### config.mk
export PLATFORM = sky130hd
export DESIGN_NAME = memory_access_stage_flat
export DESIGN_NICKNAME = d
export VERILOG_FILES = /design/src/rtl/memory_access_stage_pkg.sv /design/src/rtl/memory_access_stage_if.sv /design/src/rtl/memory_access_stage_load_align.sv /design/src/rtl/memory_access_stage.sv /design/src/flat_wrapper.sv
export SDC_FILE = /design/constraint.sdc
export NUM_CORES = 1
export LEC_CHECK = 0
export BUFFER_PORTS_ARGS = -buffer_cell sky130_fd_sc_hd__buf_2
export CAP_MARGIN = 0
export CORE_MARGIN = 2
export CORE_UTILIZATION = 40
export CTS_CLUSTER_DIAMETER = 200
export CTS_CLUSTER_SIZE = 12
export DETAILED_ROUTE_END_ITERATION = 7
export PLACE_DENSITY_LB_ADDON = 0.1
export SYNTH_ARGS = -nofsm -noshare
export SYNTH_HDL_FRONTEND = slang
export SYNTH_SLANG_ARGS = --single-unit
### constraint.sdc
create_clock -name clock -period 1.8 [get_ports clock]
set_input_delay 0.36 -clock clock [delete_from_list [all_inputs] [get_ports clock]]
set_output_delay 0.36 -clock clock [all_outputs]
set_load 0.01 [all_outputs]
### src/rtl/memory_access_stage_pkg.sv
// rtl/memory_access_stage_pkg.sv - shared types and lane helpers for the MEM pipeline stage
package memory_access_stage_pkg;

  typedef enum logic [1:0] {
    IDLE = 2'd0,
    REQ  = 2'd1,
    RESP = 2'd2
  } memState_;

  typedef enum logic [1:0] {
    WIDTH_B = 2'd0,
    WIDTH_H = 2'd1,
    WIDTH_W = 2'd2
  } memoryWidth_;

  typedef struct packed {
    logic stall;
    logic flush;
  } pipelineControl_;

  typedef struct packed {
    logic        valid;
    logic [4:0]  rd;
    logic        regWrite;
    logic        memoryReadEnable;
    logic        memoryWriteEnable;
    memoryWidth_ memoryWidth;
    logic        memorySigned;
    logic [31:0] result;     // effective address for memory ops
    logic [31:0] storeData;
  } executeMemoryPayload_;

  typedef struct packed {
    logic        valid;
    logic [4:0]  rd;
    logic        regWrite;
    logic [31:0] result;
    logic        accessFault;
    logic        misaligned;
  } memoryWritebackPayload_;

  // Byte offset rounded down to the access's natural boundary.
  function automatic logic [1:0] natural_offset(memoryWidth_ w, logic [1:0] off);
    case (w)
      WIDTH_B: return off;
      WIDTH_H: return {off[1], 1'b0};
      default: return 2'b00;
    endcase
  endfunction

  function automatic logic is_misaligned(memoryWidth_ w, logic [1:0] off);
    return natural_offset(w, off) != off;
  endfunction

endpackage

### src/rtl/memory_access_stage_if.sv
// rtl/memory_access_stage_if.sv - req/ack data-memory bus between the MEM stage and memory
interface memory_access_stage_if;
  logic        dmemReq;
  logic        dmemWriteEnable;
  logic [31:0] dmemAddress;
  logic [31:0] dmemWriteData;
  logic [3:0]  dmemByteEnable;
  logic        dmemAck;
  logic [31:0] dmemReadData;

  modport master (
    output dmemReq, dmemWriteEnable, dmemAddress, dmemWriteData, dmemByteEnable,
    input  dmemAck, dmemReadData
  );

  modport slave (
    input  dmemReq, dmemWriteEnable, dmemAddress, dmemWriteData, dmemByteEnable,
    output dmemAck, dmemReadData
  );
endinterface

### src/rtl/memory_access_stage_load_align.sv
// rtl/memory_access_stage_load_align.sv - selects the loaded byte/half and extends it to 32 bits
module memory_access_stage_load_align
  import memory_access_stage_pkg::*;
(
  input  logic [31:0] raw_i,
  input  memoryWidth_ width_i,
  input  logic        signed_i,
  input  logic [1:0]  offset_i,
  output logic [31:0] data_o
);

  logic [7:0]  byte_sel;
  logic [15:0] half_sel;

  // Pick the addressed lane(s) and sign- or zero-extend; words pass through.
  always_comb begin
    byte_sel = raw_i[{offset_i, 3'b000} +: 8];
    half_sel = offset_i[1] ? raw_i[31:16] : raw_i[15:0];
    case (width_i)
      WIDTH_B: data_o = {{24{signed_i & byte_sel[7]}}, byte_sel};
      WIDTH_H: data_o = {{16{signed_i & half_sel[15]}}, half_sel};
      default: data_o = raw_i;
    endcase
  end

endmodule

### src/rtl/memory_access_stage.sv
// rtl/memory_access_stage.sv - MEM stage: dmem req/ack access FSM, lanes, timeout; MEM_MISALIGN_TRAP_EN enables misalign trap
module memory_access_stage
  import memory_access_stage_pkg::*;
#(
  parameter int unsigned TIMEOUT_CYCLES = 255
) (
  input  logic                   clock,
  input  logic                   reset,
  input  executeMemoryPayload_   executeMemoryPayload,
  input  pipelineControl_        memoryWritebackControl,
  output memoryWritebackPayload_ memoryWritebackPayload,
  output logic                   memoryStall,
  output logic [31:0]            forwardData,
  memory_access_stage_if.master  dmem
);

  localparam int CW = (TIMEOUT_CYCLES > 1) ? $clog2(TIMEOUT_CYCLES) : 1;
  localparam logic [CW-1:0] LAST_COUNT = CW'(TIMEOUT_CYCLES - 1);

  memState_               state_q, state_d;
  logic [CW-1:0]          count_q, count_d;
  logic                   req_q, req_d;
  logic                   we_q, we_d;
  logic [31:0]            addr_q, addr_d;
  logic [31:0]            wdata_q, wdata_d;
  logic [3:0]             be_q, be_d;
  logic [31:0]            result_q, result_d;
  logic                   fault_q, fault_d;
  logic                   mis_q, mis_d;
  logic                   flush_pend_q, flush_pend_d;
  memoryWidth_            width_q, width_d;
  logic                   signed_q, signed_d;
  logic [1:0]             off_q, off_d;
  logic                   read_q, read_d;
  memoryWritebackPayload_ wb_q, wb_d;

  logic        mem_op;
  logic        misaligned_now;
  logic [1:0]  off_eff;
  logic [3:0]  lanes;
  logic [31:0] lane_data;
  logic [31:0] load_data;

  memory_access_stage_load_align u_load_align (
    .raw_i    (dmem.dmemReadData),
    .width_i  (width_q),
    .signed_i (signed_q),
    .offset_i (off_q),
    .data_o   (load_data)
  );

  // Decode the incoming op: effective offset, misalignment and store lanes.
  always_comb begin
    mem_op  = executeMemoryPayload.valid &
              (executeMemoryPayload.memoryReadEnable | executeMemoryPayload.memoryWriteEnable);
    off_eff = natural_offset(executeMemoryPayload.memoryWidth, executeMemoryPayload.result[1:0]);
`ifdef MEM_MISALIGN_TRAP_EN
    misaligned_now = is_misaligned(executeMemoryPayload.memoryWidth, executeMemoryPayload.result[1:0]);
`else
    misaligned_now = 1'b0;
`endif
    case (executeMemoryPayload.memoryWidth)
      WIDTH_B: begin
        lanes     = 4'b0001 << off_eff;
        lane_data = {4{executeMemoryPayload.storeData[7:0]}};
      end
      WIDTH_H: begin
        lanes     = 4'b0011 << off_eff;
        lane_data = {2{executeMemoryPayload.storeData[15:0]}};
      end
      default: begin
        lanes     = 4'b1111;
        lane_data = executeMemoryPayload.storeData;
      end
    endcase
  end

  // Access FSM next state, bus latches and MEM->WB register next value.
  always_comb begin
    state_d      = state_q;
    count_d      = count_q;
    req_d        = req_q;
    we_d         = we_q;
    addr_d       = addr_q;
    wdata_d      = wdata_q;
    be_d         = be_q;
    result_d     = result_q;
    fault_d      = fault_q;
    mis_d        = mis_q;
    flush_pend_d = flush_pend_q;
    width_d      = width_q;
    signed_d     = signed_q;
    off_d        = off_q;
    read_d       = read_q;
    wb_d         = wb_q;
    case (state_q)
      IDLE: begin
        if (memoryWritebackControl.flush) begin
          wb_d.valid = 1'b0;
        end else if (mem_op) begin
          fault_d = 1'b0;
          if (misaligned_now) begin
            state_d  = RESP;
            mis_d    = 1'b1;
            result_d = executeMemoryPayload.result;
          end else begin
            state_d  = REQ;
            req_d    = 1'b1;
            mis_d    = 1'b0;
            count_d  = '0;
            we_d     = executeMemoryPayload.memoryWriteEnable;
            addr_d   = {executeMemoryPayload.result[31:2], 2'b00};
            wdata_d  = lane_data;
            be_d     = lanes;
            width_d  = executeMemoryPayload.memoryWidth;
            signed_d = executeMemoryPayload.memorySigned;
            off_d    = off_eff;
            read_d   = executeMemoryPayload.memoryReadEnable;
          end
          // Bubble into WB while this access is in flight.
          if (!memoryWritebackControl.stall) wb_d.valid = 1'b0;
        end else if (!memoryWritebackControl.stall) begin
          wb_d.valid       = executeMemoryPayload.valid;
          wb_d.rd          = executeMemoryPayload.rd;
          wb_d.regWrite    = executeMemoryPayload.regWrite;
          wb_d.result      = executeMemoryPayload.result;
          wb_d.accessFault = 1'b0;
          wb_d.misaligned  = 1'b0;
        end
      end
      REQ: begin
        // A flush cannot retract the request; remember it and discard on completion.
        if (memoryWritebackControl.flush) flush_pend_d = 1'b1;
        if (memoryWritebackControl.flush || !memoryWritebackControl.stall) wb_d.valid = 1'b0;
        if (dmem.dmemAck) begin
          state_d  = RESP;
          req_d    = 1'b0;
          result_d = read_q ? load_data : executeMemoryPayload.result;
        end else if (count_q == LAST_COUNT) begin
          state_d  = RESP;
          req_d    = 1'b0;
          fault_d  = 1'b1;
          result_d = '0;
        end else begin
          count_d = count_q + 1'b1;
        end
      end
      RESP: begin
        if (memoryWritebackControl.flush || flush_pend_q) begin
          wb_d.valid   = 1'b0;
          flush_pend_d = 1'b0;
          state_d      = IDLE;
        end else if (!memoryWritebackControl.stall) begin
          wb_d.valid       = 1'b1;
          wb_d.rd          = executeMemoryPayload.rd;
          wb_d.regWrite    = executeMemoryPayload.regWrite;
          wb_d.result      = result_q;
          wb_d.accessFault = fault_q;
          wb_d.misaligned  = mis_q;
          state_d          = IDLE;
        end
      end
      default: state_d = IDLE;
    endcase
  end

  // State and output registers; reset drops dmemReq immediately.
  always_ff @(posedge clock or negedge reset) begin
    if (!reset) begin
      state_q      <= IDLE;
      count_q      <= '0;
      req_q        <= 1'b0;
      we_q         <= 1'b0;
      addr_q       <= '0;
      wdata_q      <= '0;
      be_q         <= '0;
      result_q     <= '0;
      fault_q      <= 1'b0;
      mis_q        <= 1'b0;
      flush_pend_q <= 1'b0;
      width_q      <= WIDTH_B;
      signed_q     <= 1'b0;
      off_q        <= 2'b00;
      read_q       <= 1'b0;
      wb_q         <= '0;
    end else begin
      state_q      <= state_d;
      count_q      <= count_d;
      req_q        <= req_d;
      we_q         <= we_d;
      addr_q       <= addr_d;
      wdata_q      <= wdata_d;
      be_q         <= be_d;
      result_q     <= result_d;
      fault_q      <= fault_d;
      mis_q        <= mis_d;
      flush_pend_q <= flush_pend_d;
      width_q      <= width_d;
      signed_q     <= signed_d;
      off_q        <= off_d;
      read_q       <= read_d;
      wb_q         <= wb_d;
    end
  end

  assign memoryStall            = reset & mem_op & (state_q != RESP);
  assign forwardData            = (state_q == RESP) ? result_q : executeMemoryPayload.result;
  assign memoryWritebackPayload = wb_q;
  assign dmem.dmemReq           = req_q;
  assign dmem.dmemWriteEnable   = we_q;
  assign dmem.dmemAddress       = addr_q;
  assign dmem.dmemWriteData     = wdata_q;
  assign dmem.dmemByteEnable    = be_q;

endmodule

### src/flat_wrapper.sv
// flat-port wrapper written by rule: the top's interface ports become plain ports
module memory_access_stage_flat import memory_access_stage_pkg::*;
#(
  parameter int unsigned TIMEOUT_CYCLES = 255
)
  (clock, reset, executeMemoryPayload, memoryWritebackControl, memoryWritebackPayload, memoryStall, forwardData, dmem_dmemReq, dmem_dmemWriteEnable, dmem_dmemAddress, dmem_dmemWriteData, dmem_dmemByteEnable, dmem_dmemAck, dmem_dmemReadData);
  memory_access_stage_if dmem_i ();
  input  logic clock;
  input  logic reset;
  input  executeMemoryPayload_ executeMemoryPayload;
  input  pipelineControl_ memoryWritebackControl;
  output memoryWritebackPayload_ memoryWritebackPayload;
  output logic memoryStall;
  output logic [31:0] forwardData;
  output wire logic [$bits(dmem_i.dmemReq)-1:0] dmem_dmemReq;
  output wire logic [$bits(dmem_i.dmemWriteEnable)-1:0] dmem_dmemWriteEnable;
  output wire logic [$bits(dmem_i.dmemAddress)-1:0] dmem_dmemAddress;
  output wire logic [$bits(dmem_i.dmemWriteData)-1:0] dmem_dmemWriteData;
  output wire logic [$bits(dmem_i.dmemByteEnable)-1:0] dmem_dmemByteEnable;
  input wire logic [$bits(dmem_i.dmemAck)-1:0] dmem_dmemAck;
  input wire logic [$bits(dmem_i.dmemReadData)-1:0] dmem_dmemReadData;
  assign dmem_dmemReq = dmem_i.dmemReq;
  assign dmem_dmemWriteEnable = dmem_i.dmemWriteEnable;
  assign dmem_dmemAddress = dmem_i.dmemAddress;
  assign dmem_dmemWriteData = dmem_i.dmemWriteData;
  assign dmem_dmemByteEnable = dmem_i.dmemByteEnable;
  assign dmem_i.dmemAck = dmem_dmemAck;
  assign dmem_i.dmemReadData = dmem_dmemReadData;
  memory_access_stage #(.TIMEOUT_CYCLES(TIMEOUT_CYCLES)) u_core (.clock(clock), .reset(reset), .executeMemoryPayload(executeMemoryPayload), .memoryWritebackControl(memoryWritebackControl), .memoryWritebackPayload(memoryWritebackPayload), .memoryStall(memoryStall), .forwardData(forwardData), .dmem(dmem_i));
endmodule
Yosys cells after proc, flatten, opt, wreduce, memory -nomap -nowiden
Cells that the tools add are included.
{"block": "totals", "regBits": 159, "in_bits": 113, "output_inout_bits": 144, "word_cells": 118}
{"block": "classes", "add_sub_neg": 1, "n_eq_ne": 21, "shifts": 3, "mux": 46, "bitwise_logic": 7, "n_reduce_logical": 20}
{"operator": "$mux W32", "count": 4}
{"operator": "$pmux W32 S2", "count": 2}
{"operator": "$mux W40", "count": 3}
{"operator": "$mux W41", "count": 2}
{"operator": "$pmux W40 S2", "count": 1}
{"operator": "$mux W8", "count": 4}
{"operator": "$shiftx A32 B6 Y8", "count": 1}
{"operator": "$ne A2 B2 Y1 const B", "count": 9}
{"operator": "$mux W16", "count": 1}
{"operator": "$pmux W8 S2", "count": 1}
{"operator": "$mux W1", "count": 15}
{"operator": "$mux W2", "count": 6}
{"operator": "$reduce_and A4 Y1", "count": 3}
{"operator": "$reduce_and A5 Y1", "count": 2}
{"operator": "$add A8 B1 Y8 const B", "count": 1}
{"operator": "$eq A8 B8 Y1 const B", "count": 1}
{"operator": "$ne A2 B1 Y1 const B", "count": 4}
{"operator": "$pmux W4 S2", "count": 1}
{"operator": "$reduce_bool A2 Y1", "count": 4}
{"operator": "$eq A2 B1 Y1 const B", "count": 3}
{"operator": "$logic_not A2 Y1", "count": 3}
{"operator": "$ne A3 B2 Y1 const B", "count": 2}
{"operator": "$pmux W1 S2", "count": 3}
{"operator": "$pmux W2 S3", "count": 1}
{"operator": "15 further kinds", "count": 21}

Longest topological paths before layout
Gate-level depths: netlist of run 1.
{"block": "depth", "depth_word": 5, "mapped_depth": 9, "mapped_depth_nobuf": 6}

Cells and area by module
A second synthesis of run 1 with hierarchy kept.
{"block": "unflattened", "hier_cells": 803, "hier_area_um2": 8388.0}
{"module": "memory_access_stage", "n_inst": 1, "cells_per_inst": 698, "area_per_inst_um2": 7644.8, "seq_area_each_um2": 3953.8}
{"module": "memory_access_stage_load_align", "n_inst": 1, "cells_per_inst": 105, "area_per_inst_um2": 743.2, "seq_area_each_um2": 0.0}

Worst setup path before layout of run 1
OpenSTA, ideal clock, no wires.
{"block": "synth_timing", "path_kind": "register to output", "start": "register u_core.state_q[0]", "end": "output port forwardData[15]", "arrival_ns": 1.510, "t_required_ns": 1.440, "path_slack_ns": -0.070, "path_stages_with_launch": 7, "n_path_buf": 3, "cell_sequence": "dfrtp_1 > inv_1 > ha_1 > buf_2 > buf_2 > mux2_2 > buf_4"}
{"block": "synth_via", "elab_chain_cells": 2}
{"item": "start: declaration", "line": "memory_access_stage.sv:20", "text": "memState_ state_q, state_d;"}
{"item": "start signal: assignment", "line": "memory_access_stage.sv:187", "text": "state_q <= state_d;"}
{"item": "$eq A2 B2 Y1", "line": "memory_access_stage.sv:207", "text": "assign forwardData = (state_q == RESP) ? result_q : executeMemoryPayload.result;"}
{"item": "$mux W32", "line": "memory_access_stage.sv:207"}
{"item": "end: declaration", "line": "flat_wrapper.sv:14", "text": "output logic [31:0] forwardData;"}
Every way passes these cells.

Worst setup path in the final report of run 1
{"block": "layout_timing", "start": "register u_core.state_q[0]", "end": "output port forwardData[29]"}
Same word-level chain as after synthesis.

==> impl_metrics.csv, run 1 <==
group,metric,value,unit
clock_tree,cts_sinks,158,
pwr,power.total,18.36,mW
setup_path,worstPathRequired,1440,ps
yosys,synth_top_family_by_area,"multiplexers",
setup_path,cp-startpoint,"u_core.state_q[0]$_DFFE_PN0P_",
clock_tree,cts_tree,"built",
yosys,ys_seq_area_frac,0.4920,
floorplanning,initial_utilization,0.4102,
placement,place_worst_setup_slack,-222.7,ps
cells_and_area,area_growth,38.53,%
detailed_routing,avgRoutedWirePerCell,18.64,microns
pwr,p_seq_frac,0.332,
timing,finalCritPeriodShare,1.208,
yosys,synth_edf_count,0,
setup_path,endpoint_kind,"primary output",
pwr,p_int,11.60,mW
yosys,synthMuxAreaShare,0.1680,
detailed_routing,drc,0,
floorplanning,rows,51,
placement,post-dp-hpwl,17110,microns
yosys,synth_flop_cell,"dfrtp_1",
pwr,ir_drop,805.5,uV
floorplanning,ios,257,
outcome,violations,"setup timing",
setup_path,crit_path_start_kind,"flop",
yosys,synth_cell_types,50,
detailed_routing,first_pass_iters,5,
timing,hold_viol_final,0,
clock_tree,cts-root-buf,"clkbuf_16",
floorplanning,die_w,145.7,microns
floorplanning,core-area,19590,sq um
timing,clock-skew-final,9.939,ps
setup_path,worstSetupPathType,"flop to primary output",
yosys,syn_avg_cell_area,10.28,sq um
timing,relSlewSlack,0.5874,
setup_path,arrival,1810,ps
placement,port_buffers,253,
pwr,power_switching,6.768,mW
global_routing,grt_start_max_net_pins,62,
yosys,ys_ff_latch,158,
yosys,synth_compound_area_frac,0.1312,
min_path,worst_hold_path_type,"primary input to flop",
timing,finalSetupViolations,179,
timing,max_clock_freq,459.9,MHz
clock_tree,cts_max_path_buffers,2,
yosys,synthAdderAreaFrac,0.009341,
detailed_routing,drt_iter0_drc,240,
detailed_routing,viasPerCell,5.113,
pwr,power.density,1649,nW/um^2
global_routing,antenna_found_initial,2,
yosys,synth_xor_area_frac,0,
cells_and_area,n_fill_cell,1754,
clock_tree,cts_made_buffers,17,
timing,tightest_slew,617.5,ps
global_routing,grt-ovfl-total,0,
setup_path,cp_max_fo,6,
pwr,power.clock.fraction,0.192,
cells_and_area,finish.utilization,0.5683,
yosys,synth_warnings,0,
yosys,netlist_area,8036,sq um
global_routing,grtUsageTotal,0.2246,
timing,setup_slack,-374.6,ps
outcome,outcome,"finished, violations left",
cells_and_area,drive_above_1_share,0.4588,
timing,rsz0062_at_grt,"true",
global_routing,grt_pass1_vias,6660,
pwr,leakagePower,5.590,nW
floorplanning,die_area,21240,sq um
pwr,sw_frac_of_total,0.3685,
detailed_routing,vias,6760,
clock_tree,clk_latency,430,ps
pwr,power_frac_comb,0.476,
timing,fin_crit,2175,ps
timing,slew_violations,0,
clock_tree,clk_pin_slew_worst_paths,70,ps
detailed_routing,drtAntennaViolNets,0,
clock_tree,htreeDepth,4,
detailed_routing,wl,24650,microns
yosys,syn_inst,782,
yosys,yosys.area_share.simple,0.1339,
timing,hold_ws,156.5,ps
setup_path,timing.rr.start,"u_core.state_q[1]$_DFFE_PN0P_",
placement,gp_congestion,0.8448,
cells_and_area,nNetsFinal,1162,
min_path,worstHoldStart,"executeMemoryPayload[51]",
flow_run,timing.max_cap.violations,0,
global_routing,grt_pass1_wl,37780,microns
floorplanning,die_h,145.7,microns
yosys,synthArstFlopShare,1.000,
==> worst paths after layout <==
check                                                                endpoint  slack (ps)  depth (start not counted)
worst max-delay path                                          forwardData[29]        -370                          5
worst min-delay path                  u_core.dmem.dmemAddress[19]$_DFFE_PN0P_         160                          3
worst max register to register  u_core.memoryWritebackPayload[15]$_DFFE_PN0P_        -200                          8
worst min register to register       u_core.dmem.dmemWriteData[1]$_DFFE_PN0P_         470                          2
max in group asynchronous                     u_core.result_q[17]$_DFFE_PN0P_         650                          4
min in group asynchronous           u_core.dmem.dmemWriteData[22]$_DFFE_PN0P_         500                          3
==> cell usage in the layout (no fill, tap or decap), types with 21 or more instances in the layout <==
master | Yosys | layout
buf_2 | 22 | 220
mux2i_1 | 28 | 28
o21ai_0 | 49 | 43
nor2_1 | 23 | 21
a21oi_1 | 25 | 25
mux2_2 | 81 | 48
nand2b_1 | 22 | 21
dfrtp_1 | 158 | 158
nand2_1 | 180 | 170
mux2_4 | 0 | 33
buf_6 | 2 | 42
buf_4 | 36 | 39
==> registers in the layout, summed over array words and instances (netlist names) <==
register	count
u_core.count_q	8
u_core.dmem.dmemAddress	30
u_core.dmem.dmemByteEnable	4
u_core.dmem.dmemReq	1
u_core.dmem.dmemWriteData	32
u_core.dmem.dmemWriteEnable	1
u_core.fault_q	1
u_core.flush_pend_q	1
u_core.memoryWritebackPayload	40
u_core.off_q	2
u_core.read_q	1
u_core.result_q	32
u_core.signed_q	1
u_core.state_q	2
u_core.width_q	2
==> kinds of logic (layout without fill, tap and decap cells) <==
kind of cell               Yosys count  count (layout)
buffers and inverters               92             363
other                                1               5
AOI/OAI and AO/OA                  158             158
adders and majority gates            6               6
muxes                              116             116
and+or+nand+nor                    251             251
DFF                                158             158
==> timing repair <==
action	in CTS	in global routing
pin swaps	4	34
setup buffers	8	13
resized for setup	41	104
gates cloned	4	3
endpoints found under the setup margin	155	189
hold endpoints to repair	57	0
hold buffers	1	0
==> worst max-delay path, cell delays in order, from the launching register on <==
cell and delay [ps]:
dfrtp_1 390, inv_2 90, ha_4 250, clkbuf_16 210, mux2_4 320, buf_6 120
==> cell type report <==
class                      instances  area [sq um]  share of cell area
multi-input combinational        534          3924              0.3524
inverter                           9         40.04            0.003596
timing repair buffer             323          2307              0.2072
tap                              265         331.6             0.02978
clock inverter                    13         132.6             0.01191
clock buffer                      18         439.2             0.03945
antenna                            2         5.005           0.0004495
sequential                       158          3954              0.3551
==> power groups by stage <==
stage / Clock (mW) / Combinational, mW / Sequential, mW
2_1_floorplan: 0 / 4.05 / 6.55
3_5_place_dp: 0 / 7.30 / 6.04
4_1_cts: 3.60 / 7.92 / 6.03
5_1_grt: 3.78 / 9.45 / 6.31
6_report: 3.52 / 8.75 / 6.09
3_3_place_gp: 0 / 7.19 / 6.02
==> metrics by stage <==
stage | setup TNS (ps) | instances | area, sq um
after global placement | -10960 | 1265 | 9662
after CTS | -29570 | 1308 | 10600
after floorplan | 0 | 784 | 8056
final | -22470 | 1322 | 11130
after global routing | -37100 | 1322 | 11130
after detailed placement | -15390 | 1265 | 9662
==> cell usage after synthesis, types with 8 or more instances <==
cell type / n / area share
buf_4: 36 / 0.034
dfrtp_1: 158 / 0.49
nand2_1: 180 / 0.084
mux2_2: 81 / 0.11
a22o_1: 17 / 0.019
inv_1: 8 / 0.0037
a21o_1: 18 / 0.017
a21oi_1: 25 / 0.016
nand2b_1: 22 / 0.017
o21ai_0: 49 / 0.031
clkbuf_1: 19 / 0.0089
mux2i_1: 28 / 0.035
o31ai_1: 15 / 0.014
nor2_1: 23 / 0.011
buf_2: 22 / 0.014
==> layer usage <==
metal  vias up  GRT usage  wire length (microns)
met5         -          0                      0
met4         0    0.05980                    374
met3        19    0.05141                   1512
met2       231     0.3474                  11500
met1      3302     0.3188                  11260
li1       3208          -                      -
Power figures use the tool's default switching activity.
==> inputs of run 2 (changes only) <==
--- a/config.mk
+++ b/config.mk
@@ -15,4 +15,5 @@
 export PLACE_DENSITY_LB_ADDON = 0.1
 export SYNTH_ARGS = -nofsm -noshare
 export SYNTH_HDL_FRONTEND = slang
+export SYNTH_HIERARCHICAL = 1
 export SYNTH_SLANG_ARGS = --single-unit
==> constraint.sdc (replaced) <==
create_clock -name clock -period 2 [get_ports clock]
set_input_delay 0.4 -clock clock [delete_from_list [all_inputs] [get_ports clock]]
set_output_delay 0.4 -clock clock [all_outputs]
set_load 0.01 [all_outputs]
==> run 2 against run 1 <==
Effect of this change: the flow still finishes with violations (setup timing); clock-buffer cell count unchanged; combinational power decreased by 10%; critical path type unchanged; largest power group unchanged; worst setup slack improved by 240 ps; final area decreased by 3.4%.
==> impl_metrics.csv, run 2 <==
group,metric,value,unit
pwr,power.density,1529,nW/um^2
timing,tightest_slew,656.9,ps
yosys,ys_top_cells_by_count,"nand2_1, dfrtp_1, mux2i_1",
detailed_routing,first_pass_iters,6,
pwr,ir_drop,666.9,uV
setup_path,cpLargestDelayFamily,"flip-flops",
global_routing,grt-ovfl-total,0,
floorplanning,initial_utilization,0.4106,
detailed_routing,viasPerCell,5.131,
yosys,yosysMostFrequentCell,"nand2_1",
floorplanning,die_h,148.8,microns
floorplanning,ios,257,
clock_tree,cts_sinks,158,
clock_tree,cts-root-buf,"clkbuf_16",
floorplanning,rows,52,
pwr,leakagePower,5.281,nW
outcome,violations,"setup timing",
setup_path,worstSetupPathType,"flop to primary output",
setup_path,arrival,1740,ps
yosys,syn_avg_cell_area,10.45,sq um
cells_and_area,layout_commonest_cell,"buf_2",
floorplanning,die_area,22140,sq um
yosys,synth_warnings,6,
clock_tree,clk_pin_slew_worst_paths,70,ps
global_routing,grt_pass1_vias,6591,
setup_path,slowest_stage,"dfrtp_1",
yosys,synth_cell_types,58,
clock_tree,cts_tree,"built",
setup_path,worstPathRequired,1600,ps
yosys,syn_inst,803,
yosys,synthArstFlopShare,1.000,
setup_path,path_buf_inv,3,
detailed_routing,drc,0,
timing,setup_slack,-137.9,ps
timing,finalSetupViolations,50,
timing,hold_ws,188.3,ps
setup_path,crit_chain,"inv_2 > ha_4 > buf_12 > mux2_2 > buf_2",
outcome,outcome,"finished, violations left",
yosys,ys_seq_area_frac,0.4714,
cells_and_area,final_cell_mix,"buf_2, nand2_1, dfrtp_1, mux2i_1, mux2_2",
cells_and_area,nNetsFinal,1153,
clock_tree,htreeDepth,4,
yosys,ys_ff_latch,158,
timing,finalCritPeriodShare,1.069,
yosys,synth_flop_cell,"dfrtp_1",
setup_path,cp_max_fo,14,
floorplanning,core-area,20430,sq um
placement,port_buffers,253,
detailed_routing,wl,24080,microns
placement,post-dp-hpwl,17210,microns
floorplanning,die_w,148.8,microns
cells_and_area,area_growth,28.27,%
clock_tree,cts_max_path_buffers,2,
flow_run,timing.max_cap.violations,0,
timing,clock-skew-final,9.696,ps
cells_and_area,n_fill_cell,1897,
cells_and_area,largest_reg_flops,40,
detailed_routing,avgRoutedWirePerCell,18.25,microns
timing,slew_violations,0,
setup_path,endpoint_kind,"primary output",
global_routing,grt_start_max_net_pins,74,
global_routing,grtUsageTotal,0.2165,
global_routing,grt_pass1_wl,37410,microns
yosys,netlist_area,8388,sq um
global_routing,antenna_found_initial,1,
yosys,synth_edf_count,0,
detailed_routing,drt_iter0_drc,314,
placement,gp_congestion,0.8245,
setup_path,crit_path_start_kind,"flop",
min_path,worst_hold_path_type,"primary input to flop",
detailed_routing,drtAntennaViolNets,0,
timing,max_clock_freq,467.8,MHz
yosys,synthTopCellsByArea,"dfrtp_1, mux2_2, mux2i_1",
timing,final.setup.tns,-3856,ps
timing,relSlewSlack,0.5612,
timing,hold_viol_final,0,
detailed_routing,vias,6768,
clock_tree,clk_latency,420,ps
timing,rsz0062_at_grt,"true",
yosys,yosys.area.top_type_share,0.4714,
cells_and_area,drive_above_1_share,0.4059,
clock_tree,cts_made_buffers,17,
yosys,synth_top_cell_by_area,"dfrtp_1",
setup_path,critPathMaxStageDelay,390,ps
timing,fin_crit,2138,ps
## run 2: power breakdown
part / leakage (nW) / internal, mW / total, mW / switching, mW
Sequential: 1.97 / 4.70 / 5.53 / 0.834
Clock: 0.271 / 1.65 / 3.06 / 1.41
Combinational: 3.04 / 3.80 / 7.86 / 4.06
## run 2: layout make-up
| class | count | area (sq um) | share of cell area |
|---|---|---|---|
| well taps | 270 | 337.8 | 0.03140 |
| inverters | 15 | 56.30 | 0.005233 |
| flip-flops and latches | 158 | 3955 | 0.3676 |
| repair buffers | 297 | 1921 | 0.1785 |
| diodes | 2 | 5.005 | 0.0004652 |
| multi-input cells | 545 | 3935 | 0.3657 |
| clock buffers | 18 | 439.2 | 0.04082 |
| clock inverters | 14 | 110.1 | 0.01023 |
## run 2: final timing paths
check	start	to	slack, ps	cells past startpoint
worst max-delay path	u_core/state_q[0]$_DFFE_PN0P_	forwardData[3]	-140	5
worst min-delay path	executeMemoryPayload[64]	u_core/signed_q$_DFFE_PN0P_	190	3
worst max register to register	u_core/state_q[0]$_DFFE_PN0P_	u_core/memoryWritebackPayload[14]$_DFFE_PN0P_	-30	8
worst min register to register	u_core/dmem.dmemAddress[15]$_DFFE_PN0P_	u_core/dmem.dmemAddress[15]$_DFFE_PN0P_	470	2
max in group asynchronous	reset	u_core/memoryWritebackPayload[17]$_DFFE_PN0P_	640	4
min in group asynchronous	reset	u_core/dmem.dmemAddress[20]$_DFFE_PN0P_	580	3
## run 2: cell families after synthesis
group	synth area share
compound gates	0.1381
fa+ha+maj	0.008950
buf+inv	0.07727
flops	0.4714
mux	0.1836
other cells	0.0004471
simple gates	0.1202
## run 2: tightest hold or removal path: cells and delay by family
| family | cells | cell delay, ps |
|---|---|---|
| buffers and inverters | 1 | 70 |
| and+or+nand+nor | 2 | 90 |
## run 2: layer usage
layer / global-route usage / vias to the layer above / share of wire
met4: 0.04000 / 0 / 0.0054
met1: 0.3132 / 3317 / 0.47
met5: 0 / - / 0
met3: 0.04709 / 8 / 0.057
met2: 0.3387 / 192 / 0.47
li1: - / 3251 / -
## run 2: per-stage QoR
step                setup slack (ps)  cells  instance area, sq um  utilization  power [mW]
floorplan                      85.35    805                  8396            -       10.33
detailed placement             107.5   1274                  9811       0.4802       12.93
CTS                           -243.0   1312                 10600       0.5187       16.44
global placement               131.9   1274                  9811       0.4802       12.83
global route                  -199.0   1317                 10750       0.5264       17.60
finish                        -137.9   1319                 10760       0.5266       16.45
## run 2: timing repair
action / in CTS / in global routing
gates resized for setup: 34 / 26
hold endpoints to repair: 6 / 0
setup endpoints to repair: 33 / 84
setup buffers: 5 / 4
hold buffers: 1 / 0
pin swaps: 1 / 3
cloned: 1 / 2
==> inputs of run 3 (changes only) <==
--- a/config.mk
+++ b/config.mk
@@ -12,7 +12,7 @@
 export CTS_CLUSTER_DIAMETER = 200
 export CTS_CLUSTER_SIZE = 12
 export DETAILED_ROUTE_END_ITERATION = 7
-export PLACE_DENSITY_LB_ADDON = 0.1
+export PLACE_DENSITY = 0.73
 export SYNTH_ARGS = -nofsm -noshare
 export SYNTH_HDL_FRONTEND = slang
 export SYNTH_HIERARCHICAL = 1
==> run 3 against run 2 <==
Effect of this change: maximum frequency decreased by 2.3%; worst hold slack got worse by 110 ps; final area increased by 1.5%; the flow still finishes with violations (setup timing); total power increased by 3.5%; clock skew rose by 2.7 ps; critical path type unchanged.
==> impl_metrics.csv, run 3 (synthesis gave the netlist of run 2 again) <==
group,metric,value,unit
outcome,outcome,"finished, violations left",
outcome,violations,"setup timing",
pwr,p_int,10.49,mW
pwr,power_frac_comb,0.482,
floorplanning,initial_utilization,0.4106,
global_routing,grt_pass1_vias,6994,
pwr,leakagePower,5.339,nW
global_routing,grt-ovfl-total,0,
pwr,power.density,1559,nW/um^2
timing,final.setup.tns,-5402,ps
cells_and_area,finish.utilization,0.5346,
floorplanning,rows,52,
setup_path,cp_max_fo,6,
floorplanning,die_h,148.8,microns
setup_path,crit_path_start_kind,"flop",
detailed_routing,avgRoutedWirePerCell,18.86,microns
timing,hold_viol_final,0,
clock_tree,cts_sinks,158,
timing,max_clock_freq,457.0,MHz
pwr,p_seq_frac,0.331,
detailed_routing,wl,24910,microns
cells_and_area,area_growth,30.21,%
detailed_routing,drtAntennaViolNets,0,
pwr,ir_drop,682.8,uV
floorplanning,die_area,22140,sq um
detailed_routing,vias,6956,
setup_path,slowest_stage,"dfrtp_1",
global_routing,grt_pass1_wl,38810,microns
placement,dp.cells,1272,
cells_and_area,largest_reg_flops,40,
setup_path,crit_path_end,"forwardData[14]",
setup_path,reg2reg_slack,10,ps
placement,post-dp-hpwl,17560,microns
pwr,power_switching,6.540,mW
cells_and_area,drive_above_1_share,0.4147,
setup_path,worstPathRequired,1600,ps
flow_run,timing.max_cap.violations,0,
detailed_routing,viasPerCell,5.266,
setup_path,worstSetupPathType,"flop to primary output",
cells_and_area,layout_commonest_cell,"buf_2",
detailed_routing,drt_iter0_drc,460,
timing,setup_slack,-188.3,ps
pwr,power.clock.fraction,0.187,
detailed_routing,drc,0,
clock_tree,htreeDepth,4,
cells_and_area,final_cell_mix,"buf_2, nand2_1, dfrtp_1, mux2i_1, mux2_2",
setup_path,critPathMaxStageDelay,390,ps
global_routing,grtUsageTotal,0.2264,
cells_and_area,nNetsFinal,1156,
clock_tree,cts-root-buf,"clkbuf_16",
global_routing,antenna_found_initial,4,
setup_path,reg2reg_depth,8,
detailed_routing,first_pass_iters,5,
timing,tightest_slew,932.6,ps
timing,rsz0062_at_grt,"true",
floorplanning,core-area,20430,sq um
floorplanning,die_w,148.8,microns
setup_path,timing.rr.start,"u_core/state_q[0]$_DFFE_PN0P_",
timing,relSlewSlack,0.3783,
global_routing,grt_start_max_net_pins,159,
pwr,sw_frac_of_total,0.3840,
clock_tree,cts_tree,"built",
clock_tree,cts_hold_buf,0,
timing,finalSetupViolations,33,
clock_tree,clk_latency,430,ps
placement,place_worst_setup_slack,73.08,ps
floorplanning,ios,257,
clock_tree,clk_pin_slew_worst_paths,70,ps
pwr,power.total,17.03,mW
min_path,worst_hold_path_type,"primary input to asynchronous set/reset pin",
setup_path,endpoint_kind,"primary output",
timing,slew_violations,0,
timing,clock-skew-final,12.35,ps
clock_tree,cts_max_path_buffers,2,
clock_tree,cts_made_buffers,17,
setup_path,r2r_end,"u_core/memoryWritebackPayload[14]$_DFFE_PN0P_",
cells_and_area,fin_cells,1321,
timing,fin_crit,2188,ps
setup_path,arrival,1790,ps
timing,finalCritPeriodShare,1.094,
setup_path,crit_top_cell,"buf_12",
placement,gp_congestion,0.9126,
setup_path,crit_chain,"inv_2 > ha_4 > buf_12 > buf_12 > mux2_4 > buf_6",
placement,port_buffers,253,
setup_path,cp-startpoint,"u_core/state_q[0]$_DFFE_PN0P_",
==> run 3: cell count changes in the layout (fill, tap and decap cells not counted), sizes merged <==
| cell | previous run | this run |
|---|---|---|
| buf | 295 | 300 |
| clkinvlp | 2 | 4 |
| clkbuf | 19 | 18 |
| dlygate4sd3 | 1 | 0 |
| clkinv | 7 | 3 |
| bufinv | 0 | 1 |
==> run 3: worst min path at each step <==
stage	to	slack, ps
after floorplan	u_core/count_q[0]$_DFFE_PN0P_	100
after global placement	u_core/dmem.dmemWriteData[4]$_DFFE_PN0P_	450
after detailed placement	u_core/dmem.dmemWriteData[2]$_DFFE_PN0P_	460
after CTS	u_core/signed_q$_DFFE_PN0P_	160
after global routing	u_core/result_q[28]$_DFFE_PN0P_	180
final	u_core/result_q[28]$_DFFE_PN0P_	80
==> run 3: layer usage <==
metal | GRT usage | wire length, microns
met1 | 0.2827 | 10260
met5 | 0 | 24
met2 | 0.3900 | 12330
met4 | 0.06714 | 463
met3 | 0.05596 | 1830
==> run 3: final cells by class <==
| cell class | count | area [sq um] |
|---|---|---|
| Clock buffer | 18 | 439.2 |
| Multi-Input combinational cell | 545 | 3974 |
| Inverter | 15 | 56.30 |
| Antenna cell | 2 | 5.005 |
| Clock inverter | 13 | 128.9 |
| Fill cell | 1794 | 9508 |
| Tap cell | 270 | 337.8 |
| Timing Repair Buffer | 300 | 2024 |
| Sequential cell | 158 | 3956 |
==> run 3: through the flow <==
step	area (sq um)	hold slack (ps)
detailed placement	9746	459.1
floorplan	8396	104.4
global placement	9746	453.4
global route	10920	176.3
finish	10920	76.03
CTS	10880	160.1
==> run 3: power by group through the flow <==
| stage | sequential [mW] | combinational (mW) | clock [mW] |
|---|---|---|---|
| global route | 5.82 | 8.90 | 3.38 |
| global placement | 5.58 | 7.06 | 0 |
| floorplan | 5.98 | 4.35 | 0 |
| finish | 5.63 | 8.21 | 3.19 |
| CTS | 5.61 | 8.15 | 3.25 |
| detailed placement | 5.62 | 7.25 | 0 |
==> run 3: repair_timing <==
| item | 4_1_cts | 5_1_grt |
|---|---|---|
| setup buffers | 9 | 4 |
| pin swaps | 2 | 1 |
| endpoints found under the setup margin | 33 | 69 |
| gates resized for setup | 83 | 16 |
| gates cloned | 4 | 0 |
==> run 3: worst max-delay path: cells and delay by family (launching register included) <==
family                     cells  cell delay [ps]
buffers and inverters          4              480
adders and majority gates      1              170
muxes                          1              320
DFF                            1              390
